File: config.mk
export PLATFORM = sky130hd
export DESIGN_NAME = mem_bus_arbiter
export DESIGN_NICKNAME = d
export VERILOG_FILES = /design/src/rtl/mem_bus_pkg.sv /design/src/rtl/mem_arb_slot.sv /design/src/rtl/mem_bus_arbiter.sv
export SDC_FILE = /design/constraint.sdc
export NUM_CORES = 1
export LEC_CHECK = 0
export ABC_AREA = 1
export CAP_MARGIN = 0
export CORE_MARGIN = 4
export CORE_UTILIZATION = 48
export DETAILED_ROUTE_END_ITERATION = 8
export PLACE_DENSITY_LB_ADDON = 0.2
export SYNTH_ARGS = -nofsm -noshare
export SYNTH_HDL_FRONTEND = slang
export SYNTH_SLANG_ARGS = --single-unit
export TNS_END_PERCENT = 50
File: constraint.sdc
create_clock -name clk -period 3.25 [get_ports clk]
set_clock_uncertainty 0.15 [all_clocks]
set_input_delay 0.975 -clock clk [delete_from_list [all_inputs] [get_ports clk]]
set_output_delay 0.975 -clock clk [all_outputs]
set_load 0.005 [all_outputs]
File: src/rtl/mem_bus_pkg.sv
// mem_bus_pkg: shared types for the two-master memory bus arbiter
//   slot_e   - per-master pending slot state (FREE / PEND / RDATA)
//   master_e - master ids used by the round-robin pointer
package mem_bus_pkg;
    typedef enum logic [1:0] {
        SLOT_FREE  = 2'd0,
        SLOT_PEND  = 2'd1,
        SLOT_RDATA = 2'd2
    } slot_e;
    typedef enum logic {
        M_CPU = 1'b0,
        M_DMA = 1'b1
    } master_e;
endpackage

File: src/rtl/mem_arb_slot.sv
// mem_arb_slot: one master's pending-access slot, slot FSM and registered read data
//   clk, reset       - clock, synchronous active-low reset
//   addr_i..rstrb_i  - master strobe inputs, captured only while the slot is FREE
//   grant_i          - slot is issued to memory this cycle
//   mem_rdata_i      - memory read data, captured in the RDATA cycle
//   pend_o           - slot holds an access waiting for issue
//   rd_o, addr_o, wdata_o, wmask_o - captured access
//   rdata_o, rbusy_o, wbusy_o      - master-facing read data and busy flags
//   overrun_o        - strobe arrived while the slot was occupied (one-cycle pulse)
module mem_arb_slot
    import mem_bus_pkg::*;
#(
    parameter int AW = 32,
    parameter int DW = 32
) (
    input  logic            clk,
    input  logic            reset,
    input  logic [AW-1:0]   addr_i,
    input  logic [DW-1:0]   wdata_i,
    input  logic [DW/8-1:0] wmask_i,
    input  logic            rstrb_i,
    input  logic            grant_i,
    input  logic [DW-1:0]   mem_rdata_i,
    output logic            pend_o,
    output logic            rd_o,
    output logic [AW-1:0]   addr_o,
    output logic [DW-1:0]   wdata_o,
    output logic [DW/8-1:0] wmask_o,
    output logic [DW-1:0]   rdata_o,
    output logic            rbusy_o,
    output logic            wbusy_o,
    output logic            overrun_o
);
    slot_e           state_q, state_d;
    logic [AW-1:0]   addr_q, addr_d;
    logic [DW-1:0]   wdata_q, wdata_d, rdata_q, rdata_d;
    logic [DW/8-1:0] wmask_q, wmask_d;
    logic            rd_q, rd_d, rbusy_q, rbusy_d, wbusy_q, wbusy_d, stb;

    always_comb begin
        stb     = (|wmask_i) || rstrb_i;
        state_d = state_q;
        addr_d  = addr_q;
        wdata_d = wdata_q;
        wmask_d = wmask_q;
        rd_d    = rd_q;
        rdata_d = rdata_q;
        if (state_q == SLOT_FREE && stb) begin
            state_d = SLOT_PEND;
            addr_d  = addr_i;
            wdata_d = wdata_i;
            wmask_d = wmask_i;
            // a write strobe takes precedence over a simultaneous read strobe
            rd_d    = ~|wmask_i;
        end else if (state_q == SLOT_PEND && grant_i) begin
            state_d = rd_q ? SLOT_RDATA : SLOT_FREE;
        end else if (state_q == SLOT_RDATA) begin
            state_d = SLOT_FREE;
            rdata_d = mem_rdata_i;
        end
        rbusy_d = rd_d && state_d != SLOT_FREE;
        wbusy_d = !rd_d && state_d == SLOT_PEND;
    end

    always_ff @(posedge clk) begin
        if (!reset) begin
            state_q <= SLOT_FREE;
            addr_q  <= '0;
            wdata_q <= '0;
            wmask_q <= '0;
            rd_q    <= 1'b0;
            rdata_q <= '0;
            rbusy_q <= 1'b0;
            wbusy_q <= 1'b0;
        end else begin
            state_q <= state_d;
            addr_q  <= addr_d;
            wdata_q <= wdata_d;
            wmask_q <= wmask_d;
            rd_q    <= rd_d;
            rdata_q <= rdata_d;
            rbusy_q <= rbusy_d;
            wbusy_q <= wbusy_d;
        end
    end

    assign pend_o    = state_q == SLOT_PEND;
    assign overrun_o = stb && state_q != SLOT_FREE;
    assign rd_o      = rd_q;
    assign addr_o    = addr_q;
    assign wdata_o   = wdata_q;
    assign wmask_o   = wmask_q;
    assign rdata_o   = rdata_q;
    assign rbusy_o   = rbusy_q;
    assign wbusy_o   = wbusy_q;
endmodule

File: src/rtl/mem_bus_arbiter.sv
// mem_bus_arbiter: shares single-port memory between M0 (processor) and M1 (loader/DMA)
//   clk, reset                 - clock, synchronous active-low reset
//   m?_addr/wdata/wmask/rstrb  - master strobes (nonzero wmask = write, rstrb = read)
//   m?_rdata, m?_rbusy, m?_wbusy - registered read data and outstanding flags
//   mem_addr/wdata/wmask/rstrb - access issued to memory this cycle (zero when idle)
//   mem_rdata                  - memory read data, one cycle after mem_rstrb
//   err_overrun                - sticky: a master strobed while its slot was occupied
module mem_bus_arbiter
    import mem_bus_pkg::*;
#(
    parameter int AW = 32,
    parameter int DW = 32,
    parameter bit RR = 1'b1
) (
    input  logic            clk,
    input  logic            reset,
    input  logic [AW-1:0]   m0_addr,
    input  logic [DW-1:0]   m0_wdata,
    input  logic [DW/8-1:0] m0_wmask,
    input  logic            m0_rstrb,
    output logic [DW-1:0]   m0_rdata,
    output logic            m0_rbusy,
    output logic            m0_wbusy,
    input  logic [AW-1:0]   m1_addr,
    input  logic [DW-1:0]   m1_wdata,
    input  logic [DW/8-1:0] m1_wmask,
    input  logic            m1_rstrb,
    output logic [DW-1:0]   m1_rdata,
    output logic            m1_rbusy,
    output logic            m1_wbusy,
    output logic [AW-1:0]   mem_addr,
    output logic [DW-1:0]   mem_wdata,
    output logic [DW/8-1:0] mem_wmask,
    output logic            mem_rstrb,
    input  logic [DW-1:0]   mem_rdata,
    output logic            err_overrun
);
    logic            pend0, pend1, rd0, rd1, gnt0, gnt1, ov0, ov1, err_q, err_d;
    logic [AW-1:0]   a0, a1;
    logic [DW-1:0]   wd0, wd1;
    logic [DW/8-1:0] wm0, wm1;
    master_e         last_q, last_d;

    mem_arb_slot #(.AW(AW), .DW(DW)) u_s0 (
        .clk(clk), .reset(reset), .addr_i(m0_addr), .wdata_i(m0_wdata), .wmask_i(m0_wmask),
        .rstrb_i(m0_rstrb), .grant_i(gnt0), .mem_rdata_i(mem_rdata), .pend_o(pend0), .rd_o(rd0),
        .addr_o(a0), .wdata_o(wd0), .wmask_o(wm0), .rdata_o(m0_rdata), .rbusy_o(m0_rbusy),
        .wbusy_o(m0_wbusy), .overrun_o(ov0)
    );

    mem_arb_slot #(.AW(AW), .DW(DW)) u_s1 (
        .clk(clk), .reset(reset), .addr_i(m1_addr), .wdata_i(m1_wdata), .wmask_i(m1_wmask),
        .rstrb_i(m1_rstrb), .grant_i(gnt1), .mem_rdata_i(mem_rdata), .pend_o(pend1), .rd_o(rd1),
        .addr_o(a1), .wdata_o(wd1), .wmask_o(wm1), .rdata_o(m1_rdata), .rbusy_o(m1_rbusy),
        .wbusy_o(m1_wbusy), .overrun_o(ov1)
    );

    // the pointer only moves on a tie, so back-to-back ties alternate winners
    always_comb begin
        gnt1      = pend1 && (!pend0 || (RR && last_q == M_CPU));
        gnt0      = pend0 && !gnt1;
        last_d    = (RR && pend0 && pend1) ? (gnt1 ? M_DMA : M_CPU) : last_q;
        err_d     = err_q || ov0 || ov1;
        mem_addr  = gnt1 ? a1 : gnt0 ? a0 : '0;
        mem_wdata = gnt1 ? wd1 : gnt0 ? wd0 : '0;
        mem_wmask = gnt1 ? wm1 : gnt0 ? wm0 : '0;
        mem_rstrb = (gnt0 && rd0) || (gnt1 && rd1);
    end

    always_ff @(posedge clk) begin
        if (!reset) begin
            last_q <= M_DMA;
            err_q  <= 1'b0;
        end else begin
            last_q <= last_d;
            err_q  <= err_d;
        end
    end

    assign err_overrun = err_q;
endmodule

==> results of run 1 <==
what timing repair did:
item / 4_1_cts / 5_1_grt
resized for setup: 37 / 55
pin swaps: 1 / 3
setup buffers: 3 / 5
gates cloned: 6 / 8
endpoints found under the setup margin: 69 / 64
state kept, by name (all words and copies together), names as in the netlist:
signal and count:
u_s1.rbusy_o 1, u_s0.rbusy_o 1, u_s0.state_q 2, u_s1.wdata_o 32, u_s0.wdata_o 32, u_s0.wbusy_o 1
u_s0.addr_o 32, u_s0.wmask_o 4, err_overrun 1, u_s0.rd_o 1, u_s1.rd_o 1, u_s0.rdata_o 32
u_s1.wbusy_o 1, u_s1.wmask_o 4, last_q 1, u_s1.state_q 2, u_s1.addr_o 32, u_s1.rdata_o 32
worst reg2reg max path, cell delays in order, from the launching register on:
cell     delay [ns]
dfxtp_4        0.38
inv_4          0.05
nor2_2         0.10
buf_4          0.33
inv_1          0.59
nor2_1         0.33
nor2_1         0.08
kinds of logic after synthesis:
family / Yosys count / synth area share (%)
and+or+nand+nor: 648 / 30.6
DFF: 212 / 51.1
AOI/OAI and AO/OA: 210 / 12.7
buffers and inverters: 104 / 5.59
power groups by stage:
stage	sequential (W)	combinational (W)	clock (W)
floorplan	0.00296	0.000595	0
global placement	0.00297	0.00121	0
detailed placement	0.00298	0.00122	0
CTS	0.00293	0.00134	0.00259
global route	0.00295	0.00153	0.00271
finish	0.00293	0.00141	0.00256
area by class of cell:
class	instances	area share, %
multi-input combinational	858	28.2
inverter	19	0.795
tap	220	2.13
timing repair buffer	350	30.1
sequential	212	33.0
clock buffer	34	5.40
clock inverter	5	0.388
metal layers:
layer	GRT usage, %	vias up	share of wire, %
li1	-	4322	-
met2	45.2	399	47
met1	33.6	4072	39
met4	8.26	0	3.5
met3	10.3	66	11
met5	0	-	0
path summary, 6_finish.rpt:
path | endpoint | slack, ns | cells after the start | startpoint
setup / recovery | mem_addr[25] | 0.06 | 7 | u_s0.state_q[0]
hold / removal | u_s1.wdata_o[25] | 0.33 | 2 | u_s1.wdata_o[25]
setup reg to reg | u_s0.rdata_o[24] | 1.12 | 6 | u_s0.state_q[1]
hold reg to reg | u_s1.wdata_o[25] | 0.33 | 2 | u_s1.wdata_o[25]
metrics by stage:
step | total power [W] | util [%] | setup WS (ns) | TNS, ns | cells
6_report | 0.00690 | 77.0 | 0.0628 | 0 | 1698
5_1_grt | 0.00719 | 77.0 | -0.00241 | -0.00288 | 1698
4_1_cts | 0.00686 | 74.9 | -0.0230 | -0.0527 | 1687
3_5_place_dp | 0.00420 | 68.7 | 0.388 | 0 | 1639
3_3_place_gp | 0.00418 | 68.7 | 0.400 | 0 | 1639
2_1_floorplan | 0.00355 | - | 1.02 | 0 | 1174
cells in the final DEF, fill, tap and decap left out, drive strengths merged:
cell           instances
nor2                 417
clkdlybuf4s50        258
dfxtp                212
o21ai                206
nand2                155
nand3                 74
dlymetal6s2s          45
clkbuf                42
buf                   34
inv                   18
dlygate4sd2            5
clkinv                 5
a21oi                  3
nand3b                 2
o22ai                  1
bufinv                 1
==> flow_summary.yaml, run 1 <==
setup_path:
  crit_arrival_ns: 2.06
  end_kind: "output port"
  required_ns: 2.12
  cp_cell_sequence: "inv_2 > nor2_4 > buf_12 > clkbuf_16 > nand3_1 > nand2_1 > clkdlybuf4s50_1"
  worstSetupPathType: "flop to output port"
  worst_path_max_delay_cell: "clkdlybuf4s50_1"
  worstPathMaxFanout: 17
  cp-start-kind: "flop"
  cp_top_family: "buffers and inverters"
  slowest_delay_ns: 0.49
  crit_buf_inv: 4
cts:
  clock-root-buffer: "clkbuf_16"
  numCtsBuffers: 22
  h-tree-depth: 1
  ctsHoldBuffers: 0
  tritoncts: "done"
  clock_sinks: 212
  clkTransAtPathRegs_ns: 0.06
  clockBufferDepth: 3
  clk_latency_ns: 0.49
routing:
  drt_iter0_markers: 507
  drt_first_pass_iters: 5
  drc: 0
  drt-total-wl_um: 29600
  routed_via_density: 5.22
  vias: 8859
  routedWlPerCell_um: 17.4
  drtAntennaViolNets: 0
global_routing:
  grt_pass1_vias: 8231
  grt_max_degree: 59
  gr-total-overflow: 0
  grt_first_pass_wirelength_um: 43800
  grt_usage_pct: 27.4
  grt_antenna_before_repair: 1
power:
  vdd_ir_drop_max_mv: 0.470
  power_switching_share_pct: 26.4
  switchingPower_w: 0.00182
  comb_power_share_pct: 20.4
  seqPwrFrac_pct: 42.5
  power.leakage_nw: 6.36
  powerDensity_nw_per_um2: 534
  p_clk_share_pct: 37.1
  power.internal_w: 0.00508
synth:
  syn_area_um2: 8300
  synth_edf_count: 0
  ys_seq_area_share_pct: 51.1
  ys_ff_latch: 212
  synthFlopType: "dfxtp_1"
  synth_area_per_cell_um2: 7.07
  async_flop_share_pct: 0
  synth_nets: 1346
  yosysMostFrequentCell: "nor2_1"
  netlist_top_cells_area: "dfxtp_1 51%, nor2_1 19%, o21ai_0 12%, nand2_1 6.9%, nand3_1 4.5%"
  synth_top_area_cell: "dfxtp_1"
  yosysUniqueCellTypes: 18
  synthDominantCellAreaShare_pct: 51.1
  synth_warnings: 0
  syn_inst: 1174
  synth_commonest_cells: "416 x nor2_1, 212 x dfxtp_1, 206 x o21ai_0, 153 x nand2_1, 74 x nand3_1"
timing:
  max_freq_ghz: 0.314
  rsz0062_at_grt: "yes"
  fin_crit_ns: 3.19
  hold_viol: 0
  holdWs_ns: 0.330
  relSlewSlack_pct: 20.1
  slew_viol_final: 0
  tightest_slew_ns: 1.20
  min_period_over_period_pct: 98.1
  setup_viol: 0
job:
  cap_violations: 0
final_layout:
  seq_area_um2: 4260
  drive_gt1_share_pct: 6.70
  multi_input_area_um2: 3640
  area_growth_pct: 55.4
  nFillCells: 1273
  antenna_cells: 0
  nets: 1635
  design_area_um2: 12900
place:
  gp_congestion: 0.858
  io_buffers: 309
  dpl-instance-area_um2: 11500
  hpwl_um: 18200
floorplan:
  initial_core_util_pct: 49.5
  ioPinCount: 310
  die_h_um: 140
  die_area_um2: 19500
  die_x_um: 140
  core-area_um2: 16800
  row_count: 47
hold_path:
  hp-class: "flop to flop"
status:
  outcome: "finished, final reports clean"
Power figures use the tool's default switching activity.
==> inputs of run 2 (changes only) <==
Settings changed: CTS_CLUSTER_SIZE from default to 16.
==> flow_summary.yaml, run 2 (synthesized netlist as in run 1, its figures left out) <==
timing:
  slew_viol_final: 0
  min_period_over_period_pct: 99.2
  holdWs_ns: 0.332
  tightest_slew_ns: 1.17
  rsz0062_at_grt: "yes"
  max_freq_ghz: 0.310
  setup_viol: 0
  hold_viol: 0
  setup_tns_ns: 0
  fin_crit_ns: 3.23
  relSlewSlack_pct: 22.0
final_layout:
  mostFrequentLayoutCells: "414 x nor2_1, 247 x clkdlybuf4s50_1, 208 x dfxtp_1, 206 x o21ai_0, 151 x nand2_1"
  antenna_cells: 0
  nFillCells: 1270
  nets: 1637
  final_common_cell: "nor2_1"
  drive_gt1_share_pct: 6.76
  final_util_pct: 76.9
  area_growth_pct: 55.1
  final_cells: 1700
cts:
  clock_sinks: 212
  h-tree-depth: 1
  clk_latency_ns: 0.49
  clock-root-buffer: "clkbuf_16"
  ctsHoldBuffers: 0
  tritoncts: "done"
  clockBufferDepth: 3
  clkTransAtPathRegs_ns: 0.06
  numCtsBuffers: 22
global_routing:
  grt_antenna_before_repair: 1
  grt_max_degree: 59
  grt_pass1_vias: 8255
  gr-total-overflow: 0
  grt_first_pass_wirelength_um: 43800
  grt_usage_pct: 27.4
routing:
  drt-total-wl_um: 28900
  drt_iter0_markers: 529
  vias: 8817
  drt_first_pass_iters: 5
  routed_via_density: 5.19
  drtAntennaViolNets: 0
  drc: 0
  routedWlPerCell_um: 17.0
hold_path:
  hold_path_startpoint: "u_s1.wdata_o[25]"
  hp-class: "flop to flop"
  min_to: "u_s1.wdata_o[25]"
  hold_depth: 2
setup_path:
  r2r-end: "u_s0.rdata_o[24]"
  regToRegStartpoint: "u_s0.state_q[1]"
  cp-start-kind: "flop"
  worstSetupPathType: "flop to output port"
  r2r_setup_slack_ns: 1.13
  worstPathMaxFanout: 16
  rr_worst_depth: 6
  end_kind: "output port"
  required_ns: 2.12
  crit_arrival_ns: 2.10
place:
  io_buffers: 309
  hpwl_um: 18200
  dp.cells: 1639
  gp_congestion: 0.858
power:
  p_clk_share_pct: 37.2
  power.internal_w: 0.00506
  comb_power_share_pct: 20.1
  switchingPower_w: 0.00180
  vdd_ir_drop_max_mv: 0.467
  powerDensity_nw_per_um2: 533
  power_switching_share_pct: 26.2
  power.leakage_nw: 6.53
  seqPwrFrac_pct: 42.7
floorplan:
  die_h_um: 140
  die_area_um2: 19500
  row_count: 47
  initial_core_util_pct: 49.5
  ioPinCount: 310
  core-area_um2: 16800
  die_x_um: 140
job:
  cap_violations: 0
status:
  outcome: "finished, final reports clean"
run 2: changes by cell type in the layout (fill, tap and decap cells not counted):
cell,delta
dlymetal6s2s_1,+11
clkbuf_16,-5
clkdlybuf4s50_1,-11
clkinv_16,-1
buf_8,-1
inv_12,+1
buf_6,+1
inv_1,+1
inv_2,-1
buf_16,+2
buf_4,+5
run 2: area by class of cell:
| cell class | instances | area, µm² | share of cell area (%) |
|---|---|---|---|
| sequential | 212 | 4260 | 33.0 |
| timing repair buffer | 352 | 3870 | 30.1 |
| multi-input combinational | 858 | 3640 | 28.3 |
| clock buffer | 34 | 697 | 5.41 |
| tap | 220 | 275 | 2.14 |
| inverter | 19 | 88.8 | 0.690 |
| clock inverter | 5 | 50.0 | 0.388 |
run 2: stage by stage:
step | setup WS, ns | power (W) | instance area (µm²)
final | 0.0249 | 0.00687 | 12900
after global routing | -0.0762 | 0.00717 | 12900
after CTS | -0.0230 | 0.00686 | 12600
after detailed placement | 0.388 | 0.00420 | 11500
after global placement | 0.400 | 0.00418 | 11500
after floorplan | 1.02 | 0.00355 | 8300
run 2: worst max-delay path by stage:
stage / startpoint / cells past startpoint / slack (ns) / end
3_5_place_dp: u_s0.state_q[0] / 6 / 0.39 / mem_rstrb
6_report: u_s0.state_q[1] / 8 / 0.02 / mem_wdata[2]
2_1_floorplan: u_s0.state_q[0] / 6 / 1.02 / mem_wdata[24]
3_3_place_gp: u_s1.state_q[1] / 8 / 0.40 / mem_addr[31]
4_1_cts: u_s0.state_q[0] / 6 / -0.02 / mem_addr[1]
5_1_grt: u_s0.state_q[1] / 8 / -0.08 / mem_wdata[2]
run 2: timing repair:
item / in CTS / in global routing
gates resized for setup: 37 / 62
cloned: 6 / 3
pin swaps: 1 / 3
setup endpoints to repair: 69 / 64
setup buffers: 3 / 10
run 2: layer usage:
layer  track usage, %  part of all wire [%]  vias to the layer above
li1                 -                     -                     4326
met1             33.6                    39                     4008
met2             44.9                    47                      416
met3             10.2                    11                       65
met4             9.03                   3.4                        2
met5                0                 0.045                        -
run 2: worst max-delay path, cell delays in order, from the launching register on:
cell,delay [ns]
dfxtp_4,0.36
inv_4,0.07
nand3_4,0.08
nand2_8,0.15
buf_6,0.13
buf_16,0.14
nand3_1,0.09
nand2_1,0.07
clkdlybuf4s50_1,0.50
run 2: power groups by stage:
stage | Sequential, W | Combinational [W] | Clock, W
after floorplan | 0.00296 | 0.000595 | 0
after global placement | 0.00297 | 0.00121 | 0
after detailed placement | 0.00298 | 0.00122 | 0
after CTS | 0.00293 | 0.00134 | 0.00259
after global routing | 0.00295 | 0.00150 | 0.00272
final | 0.00293 | 0.00138 | 0.00256
